**src/rtl/sb_tx_payload_packer.sv**
```systemverilog
// rtl/sb_tx_payload_packer.sv - sideband payload encoder feeding a small FIFO toward the packet framer
// Optional build macro SB_ENC_PARITY_EN adds per-entry even parity output o_dp.
module sb_tx_payload_packer #(
    parameter int DATA_W = 16,
    parameter int DEPTH  = 4
) (
    input  logic                     i_clk,
    input  logic                     i_rst_n,
    input  logic                     i_msg_valid,
    input  logic                     i_data_valid,
    input  logic [1:0]               i_mode,
    input  logic [DATA_W-1:0]        i_data_bus,
    input  logic                     i_ack,
    input  logic                     i_clr_err,
    output logic                     o_ready,
    output logic                     o_d_valid,
    output logic [63:0]              o_data_encoded,
    output logic [$clog2(DEPTH):0]   o_level,
`ifdef SB_ENC_PARITY_EN
    output logic                     o_dp,
`endif
    output logic                     o_overflow
);

    localparam int AW = $clog2(DEPTH);
    localparam int LW = AW + 1;
`ifdef SB_ENC_PARITY_EN
    localparam int EW = 65;
`else
    localparam int EW = 64;
`endif

    logic [63:0]   enc;
    logic [EW-1:0] entry;
    logic [EW-1:0] mem [DEPTH];
    logic [EW-1:0] head;
    logic [AW-1:0] wr_ptr;
    logic [AW-1:0] rd_ptr;
    logic [LW-1:0] count;
    logic          full;
    logic          empty;
    logic          push;
    logic          pop;
    logic          overflow;

    always_comb begin
        enc = '0;
        if (i_data_valid) begin
            case (i_mode)
                2'd1: enc[63:53] = i_data_bus[10:0];
                2'd2: enc[63 -: DATA_W] = i_data_bus;
                2'd3: begin
                    enc[59]    = i_data_bus[4];
                    enc[58:43] = '1;
                    enc[11]    = i_data_bus[3];
                    enc[7:6]   = i_data_bus[2:1];
                    enc[0]     = i_data_bus[0];
                end
                default: enc = '0;
            endcase
        end
    end

`ifdef SB_ENC_PARITY_EN
    assign entry = {^enc, enc};
`else
    assign entry = enc;
`endif

    assign full  = (count == LW'(DEPTH));
    assign empty = (count == '0);
    // A pop never frees a slot for a same-cycle push: readiness depends only on the registered count.
    assign push  = i_msg_valid && !full;
    assign pop   = i_ack && !empty;

    always_ff @(posedge i_clk) begin
        if (push) begin
            mem[wr_ptr] <= entry;
        end
    end

    always_ff @(posedge i_clk or negedge i_rst_n) begin
        if (!i_rst_n) begin
            wr_ptr   <= '0;
            rd_ptr   <= '0;
            count    <= '0;
            overflow <= 1'b0;
        end else begin
            if (push) begin
                wr_ptr <= wr_ptr + 1'b1;
            end
            if (pop) begin
                rd_ptr <= rd_ptr + 1'b1;
            end
            case ({push, pop})
                2'b10:   count <= count + 1'b1;
                2'b01:   count <= count - 1'b1;
                default: count <= count;
            endcase
            // A fresh drop wins over a clear in the same cycle.
            if (i_msg_valid && full) begin
                overflow <= 1'b1;
            end else if (i_clr_err) begin
                overflow <= 1'b0;
            end
        end
    end

    assign head           = mem[rd_ptr];
    assign o_ready        = !full;
    assign o_d_valid      = !empty;
    assign o_data_encoded = empty ? 64'd0 : head[63:0];
    assign o_level        = count;
    assign o_overflow     = overflow;
`ifdef SB_ENC_PARITY_EN
    assign o_dp           = !empty && head[64];
`endif

endmodule

```
**config.mk**
```make
export PLATFORM = sky130hd
export DESIGN_NAME = sb_tx_payload_packer
export DESIGN_NICKNAME = d
export VERILOG_FILES = /design/src/rtl/sb_tx_payload_packer.sv
export SDC_FILE = /design/constraint.sdc
export NUM_CORES = 1
export LEC_CHECK = 0
export BUFFER_PORTS_ARGS = -buffer_cell sky130_fd_sc_hd__buf_2
export CAP_MARGIN = 20
export CORE_MARGIN = 2
export CORE_UTILIZATION = 45
export CTS_CLUSTER_DIAMETER = 100
export DETAILED_ROUTE_END_ITERATION = 10
export HOLD_SLACK_MARGIN = 0.08
export PLACE_DENSITY = 0.71
export SLEW_MARGIN = 20
export SYNTH_ARGS = -nofsm -noshare
export SYNTH_HDL_FRONTEND = slang
export SYNTH_SLANG_ARGS = --single-unit
```
**constraint.sdc**
```tcl
create_clock -name i_clk -period 2.1 [get_ports i_clk]
set_clock_uncertainty 0.2 [all_clocks]
set_input_delay 0.315 -clock i_clk [delete_from_list [all_inputs] [get_ports i_clk]]
set_output_delay 0.315 -clock i_clk [all_outputs]
set_load 0.02 [all_outputs]
```
======== After elaboration in Yosys (flattened, before gate mapping) ========
Memories as Yosys holds them, arrays and structs flattened.
Cells that the tools add are included.
operators by class
  reductions and logical operators ........ 8
  $add $sub $neg .......................... 4
  equality and inequality tests ........... 6
  mux-type cells .......................... 14
operator list
  kind                 number
  $mux 64              2
  $pmux 7 s3           1
  $pmux 5 s2           1
  $pmux 4 s2           1
  $eq 2x2->1 const B   3
  $mux 1               6
  $pmux 3 s2           1
  $mux 5               1
  $add 2x1->2 const B  2
  $eq 2x1->1 const B   2
  $reduce_bool 2->1    2
  $add 3x1->3 const B  1
  $eq 3x3->1 const B   1
  $logic_and 1x1->1    3
  $logic_not 3->1      1
  $sub 3x1->3 const B  1
  $logic_not 1->1      2
  $mux 2               1
storage, ports and cells
  bits in writable memories ............... 256
  bits in registers ....................... 8
  memories ................................ 1
memories
  memory  words  width  read ports  clocked after Yosys merged registers in  write ports  line  source
  mem     4      64     1           0                                        1            35    logic [EW-1:0] mem [DEPTH];

======== Logic depth before layout (Yosys ltp) ========
  word-level depth ........................ 5
  depth in mapped cells ................... 9
  mapped depth without buffers ............ 9

======== Least setup slack after synthesis ========
Ideal clock, no wire load.
  path type ............................... flip-flop to flip-flop
  start ................................... register count[1] (netlist: o_level[1])
  end ..................................... register count[2] (netlist: o_level[2])
  clock period less this slack ............ 2.251 ns
  path slack .............................. -0.151 ns
  data required time ...................... 1.820 ns
  cell stages (with the launch flop) ...... 10
  path buffers ............................ 0
  arrival time ............................ 1.971 ns
  cells stage by stage .................... dfrtp_1 > nor3b_1 > nor2b_1 > inv_1 > ha_1 > inv_1 > fa_1 > xor2_1 > nor2_1 > xor2_1
between the ends
  cells in the longest elaborated chain, start to end .. 5
RTL lines
  what                                                    line    source
  from (decl)                                             39      logic [LW-1:0] count;
  from (signal assigned)                                  96      2'b10: count <= count + 1'b1;
  from (signal assigned)                                  97      2'b01: count <= count - 1'b1;
  from (signal assigned)                                  98      default: count <= count;
  $eq 3x3->1 / $logic_not 3->1 (equally long branches)    70, 71
  $logic_not 1->1, on equally long branches               73, 74
  $logic_and 1x1->1, on equally long branches             73, 74
  $eq 2x1->1 / $eq 2x2->1 (equally long branches)         95      case ({push, pop})
  $pmux 3 s2 / $reduce_bool 2->1 (equally long branches)  --
Parallel ways exist; a longest one is shown, timed or not.
A chain may end at the register's enable or synchronous reset.

======== Final worst setup path ========
  start ................................... register rd_ptr[0]
  end ..................................... output o_data_encoded[51]
between the ends
  cells in the longest elaborated chain, start to end .. 2
RTL lines
  what                    line  source
  from (decl)             38    logic [AW-1:0] rd_ptr;
  from (signal assigned)  93    rd_ptr <= rd_ptr + 1'b1;
  $mem_v2 4x64            --
  $mux 64                 112   assign o_data_encoded = empty ? 64'd0 : head[63:0];
  to (decl)               17    output logic [63:0] o_data_encoded,
Every way passes these cells.

==> summary.md <==
The flow ran to the end, but the final reports show violations. The checks that failed: setup timing. For the worst setup path, the data required time is 1.58 ns. The pin count of the biggest net entering global routing was 24.

Setup repair after global routing could not meet its margin everywhere. Maximum operating frequency: 426 MHz. The cell area power density came out at 1510 nW/um2.

No sink is reached through more buffers than the 2 on the longest clock path. The tools report the number of antenna violations at the first check in global routing as 0. The standard cell core area is 9240 um2, and the placer's final routability congestion estimate is 0.785. Among all stages on the critical path, the largest delay is contributed by sky130_fd_sc_hd__mux4_2.

The global routing usage summed across all routing layers was 16.0%; the share of power burned in combinational logic was 50.2%. The count of yosys warnings during synthesis was 0; the part of the total power dissipated in sequential elements was 33.3%. The routed design could run at a clock period as short as 2.35 ns. In this run the worst hold path is classified as in -> async.

For this configuration, the core starts out at a cell density of 46.5%. The number of antenna diodes in the final layout is 0. The most numerous cell type found on the critical path is sky130_fd_sc_hd__buf_6. After synthesis, the mean cell area works out to 15.9 um2. In this run the number of H-tree levels came out at 3.

In this run the core area contains 35 standard-cell rows. STA classifies the critical path endpoint as an output port. The first global-routing pass estimated 11800 um of wire. The transition time at the pin with the least slew margin works out to 0.579 ns. In this run, the clock network consumes 16.6% of the power. TritonCTS built the clock tree. The die is 102 um tall. The tools report the number of maximum-capacitance constraint violations as 0.

In this run, synthesis produced a sequential element count of 92. The minimum setup slack among reg-to-reg paths is 0.03 ns, and the filler cell count is 726. In this run the cell area of the synthesized design comes to 4300 um2.

The number of buffers inserted during clock tree synthesis is 9. The worst setup path category was reg -> out. Number of cells on the worst reg-to-reg path: 8.

Using the TritonRoute via totals, the vias-per-cell ratio works out to 4.88. The stage delay of the slowest cell on the critical path was 0.49 ns; the global-route congestion overflow total was 0. Worst voltage drop across the vdd grid: 0.000605 V. The tools report the worst-case setup margin in the final layout as -0.248 ns.

The fraction of final layout cells sized beyond drive strength 1 was 40.6%. The startpoint identified for the worst register-to-register timing path is o_level[0]. The tools report the kind of start point of the critical path as a flip-flop. Synthesis produced 271 cells. The endpoint identified for the worst register-to-register timing path is o_level[2]. The die covers 10400 um2. The max-slew violation count is 0. Together, buffers and inverters on the worst path number 3. Headroom to the max-slew limit came out at 61.4%. The number of global-route vias before repair was 2201; the count of final hold-check violations was 0. The arrival time of data at the critical path endpoint is 1.83 ns, and the number of library cell types mapped by synthesis is 30. The tools report the final instance area as 5200 um2.

Relative to the synthesized area, the layout overhead comes to 20.9%. The first detailed-routing pass ran for 4 iterations. The later-pin clock latency in the skew report was 0.36 ns. Count of input and output buffers: 54. The clock-pin transition on the worst setup and hold timing paths was 0.09 ns; the antenna violation net count after detailed routing was 0. The tools report the minimum setup slack after placement as 0.0193 ns. Root buffer cell: sky130_fd_sc_hd__clkbuf_8. In this run the worst path has a maximum fanout of 4.

The logs give 2312 for the via count and 4640 um2 for the total cell area at the placement stage. The tools report the routed wire length as 7750 um. On the critical path the largest part of the delay comes from multiplexers.

Setup total negative slack on the finished layout was measured at -5.38 ns. The routed length per placed instance came out at 16.4 um. The net count reported at finish is 374, and the sequential element share of the synthesized area is 63.3%. The tools report the worst hold slack as 0.122 ns.

The switching part of the total was 33.2%; the number of DRC markers in iteration 0 was 102. For the internal power, the log shows 0.00526 W. The run gives 92 as the number of clock sinks.

For the number of failing setup endpoints in the final timing report, the log shows 25. The residual DRC count is 0, and the die extent in x is 102 um. The critical path goes through buf_6 > clkbuf_16 > mux4_2 > and2_4 > buf_6. The final critical path takes up 112% of the cycle. The analysis attributes to net switching a power of 0.00261 W. Detailed placement finished with a half-perimeter wire length of 4830 um. The total leakage power is 2.00 nW.

I/O pin count: 94.
-- worst max path at each step --
stage	start	to	slack (ns)	cells after the start
2_1_floorplan	o_level[0]	o_level[2]	0.003	9
3_3_place_gp	o_level[2]	o_level[2]	0.06	8
3_5_place_dp	o_level[2]	o_level[2]	0.02	8
4_1_cts	rd_ptr[0]	o_data_encoded[53]	-0.28	5
5_1_grt	rd_ptr[0]	o_data_encoded[46]	-0.31	5
6_report	rd_ptr[0]	o_data_encoded[51]	-0.25	5
-- metrics by stage --
step,util [%],std cells,power [W]
final,56.2,474,0.00787
after global placement,50.2,447,0.00558
after CTS,54.4,474,0.00728
after detailed placement,50.2,447,0.00565
after global routing,56.2,474,0.00829
after floorplan,-,309,0.00484
-- power groups by stage --
stage	combinational, W	clock [W]	sequential, W
final	0.00395	0.00130	0.00262
after global placement	0.00296	0	0.00262
after floorplan	0.00217	0	0.00266
after global routing	0.00423	0.00140	0.00266
after CTS	0.00335	0.00132	0.00261
after detailed placement	0.00299	0	0.00265
-- cells by family (layout without fill, tap and decap cells) --
group | after synthesis | count (layout) | share of synthesized area, %
buffers and inverters | 66 | 102 | 10.5
other | 1 | 39 | 0.0872
multiplexers | 22 | 22 | 11.5
AND/OR/NAND/NOR | 56 | 56 | 7.28
AO/OA/AOI/OAI | 18 | 18 | 2.97
XOR/XNOR | 6 | 6 | 1.22
flip-flops | 92 | 92 | 63.3
adder cells (fa/ha/maj) | 10 | 10 | 3.09
-- layout by cell type, fill, tap and decap left out, types with 5 or more instances in the layout --
master	instances
sky130_fd_sc_hd__buf_2	32
sky130_fd_sc_hd__ha_1	8
sky130_fd_sc_hd__buf_12	6
sky130_fd_sc_hd__mux4_2	21
sky130_fd_sc_hd__inv_1	8
sky130_fd_sc_hd__edfxtp_1	84
sky130_fd_sc_hd__and2_4	19
sky130_fd_sc_hd__nor2b_1	5
sky130_fd_sc_hd__a221oi_1	6
sky130_fd_sc_hd__a21oi_1	5
sky130_fd_sc_hd__conb_1	39
sky130_fd_sc_hd__buf_6	25
sky130_fd_sc_hd__nor2_1	12
sky130_fd_sc_hd__buf_4	7
sky130_fd_sc_hd__clkbuf_8	9
sky130_fd_sc_hd__and2_1	8
-- state kept, by name (all words and copies together), names as in the netlist --
name        cells
mem            84
o_level         3
rd_ptr          2
wr_ptr          2
o_overflow      1
-- cells in the mapped netlist --
library cell	number	area (um2)
sky130_fd_sc_hd__edfxtp_1	84	2520
sky130_fd_sc_hd__buf_4	43	323
sky130_fd_sc_hd__and2_1	27	169
sky130_fd_sc_hd__mux4_2	18	405
sky130_fd_sc_hd__nor2_1	12	45.0
sky130_fd_sc_hd__inv_1	10	37.5
sky130_fd_sc_hd__ha_1	9	113
sky130_fd_sc_hd__clkbuf_1	8	30.0
sky130_fd_sc_hd__dfrtp_1	8	200
sky130_fd_sc_hd__a221oi_1	6	52.6
sky130_fd_sc_hd__nor2b_1	6	37.5
sky130_fd_sc_hd__a21oi_1	5	25.0
sky130_fd_sc_hd__a22oi_1	4	30.0
sky130_fd_sc_hd__and3_1	4	25.0
sky130_fd_sc_hd__mux4_1	3	78.8
sky130_fd_sc_hd__nand2_1	3	11.3
sky130_fd_sc_hd__xnor2_1	3	26.3
sky130_fd_sc_hd__xor2_1	3	26.3
sky130_fd_sc_hd__buf_12	2	40.0
sky130_fd_sc_hd__buf_2	2	10.0
sky130_fd_sc_hd__o21ai_0	2	10.0
sky130_fd_sc_hd__a222oi_1	1	10.0
sky130_fd_sc_hd__buf_6	1	11.3
sky130_fd_sc_hd__conb_1	1	3.75
sky130_fd_sc_hd__fa_1	1	20.0
sky130_fd_sc_hd__mux2_2	1	11.3
sky130_fd_sc_hd__nand2b_1	1	6.26
sky130_fd_sc_hd__nand3_1	1	5.00
sky130_fd_sc_hd__nor3b_1	1	7.51
sky130_fd_sc_hd__or3_1	1	6.26
-- cell type report --
type | count | area, um2 | share of cell area (%)
tap | 129 | 161 | 3.11
inverter | 10 | 37.5 | 0.722
sequential | 92 | 2730 | 52.5
multi-input combinational | 151 | 1340 | 25.8
clock buffer | 10 | 128 | 2.46
timing repair buffer | 76 | 707 | 13.6
clock inverter | 6 | 93.8 | 1.81
-- repair_timing --
action | CTS | global route
endpoints found under the setup margin | 27 | 27
hold endpoints to repair | 11 | 0
buffers inserted | 5 | 0
pin swaps | 0 | 10
hold buffers | 4 | 0
cloned | 2 | 1
resized for setup | 15 | 61
-- layer usage --
metal / part of all wire [%] / track usage [%] / vias up / routed length, um
met5: 0 / 0 / - / 0
li1: - / - / 1055 / -
met1: 42 / 20.2 / 1158 / 3280
met4: 1.4 / 6.24 / 0 / 110
met3: 6.5 / 4.14 / 9 / 506
met2: 50 / 26.5 / 90 / 3860
Note: power is estimated with default switching activity, not from simulation.
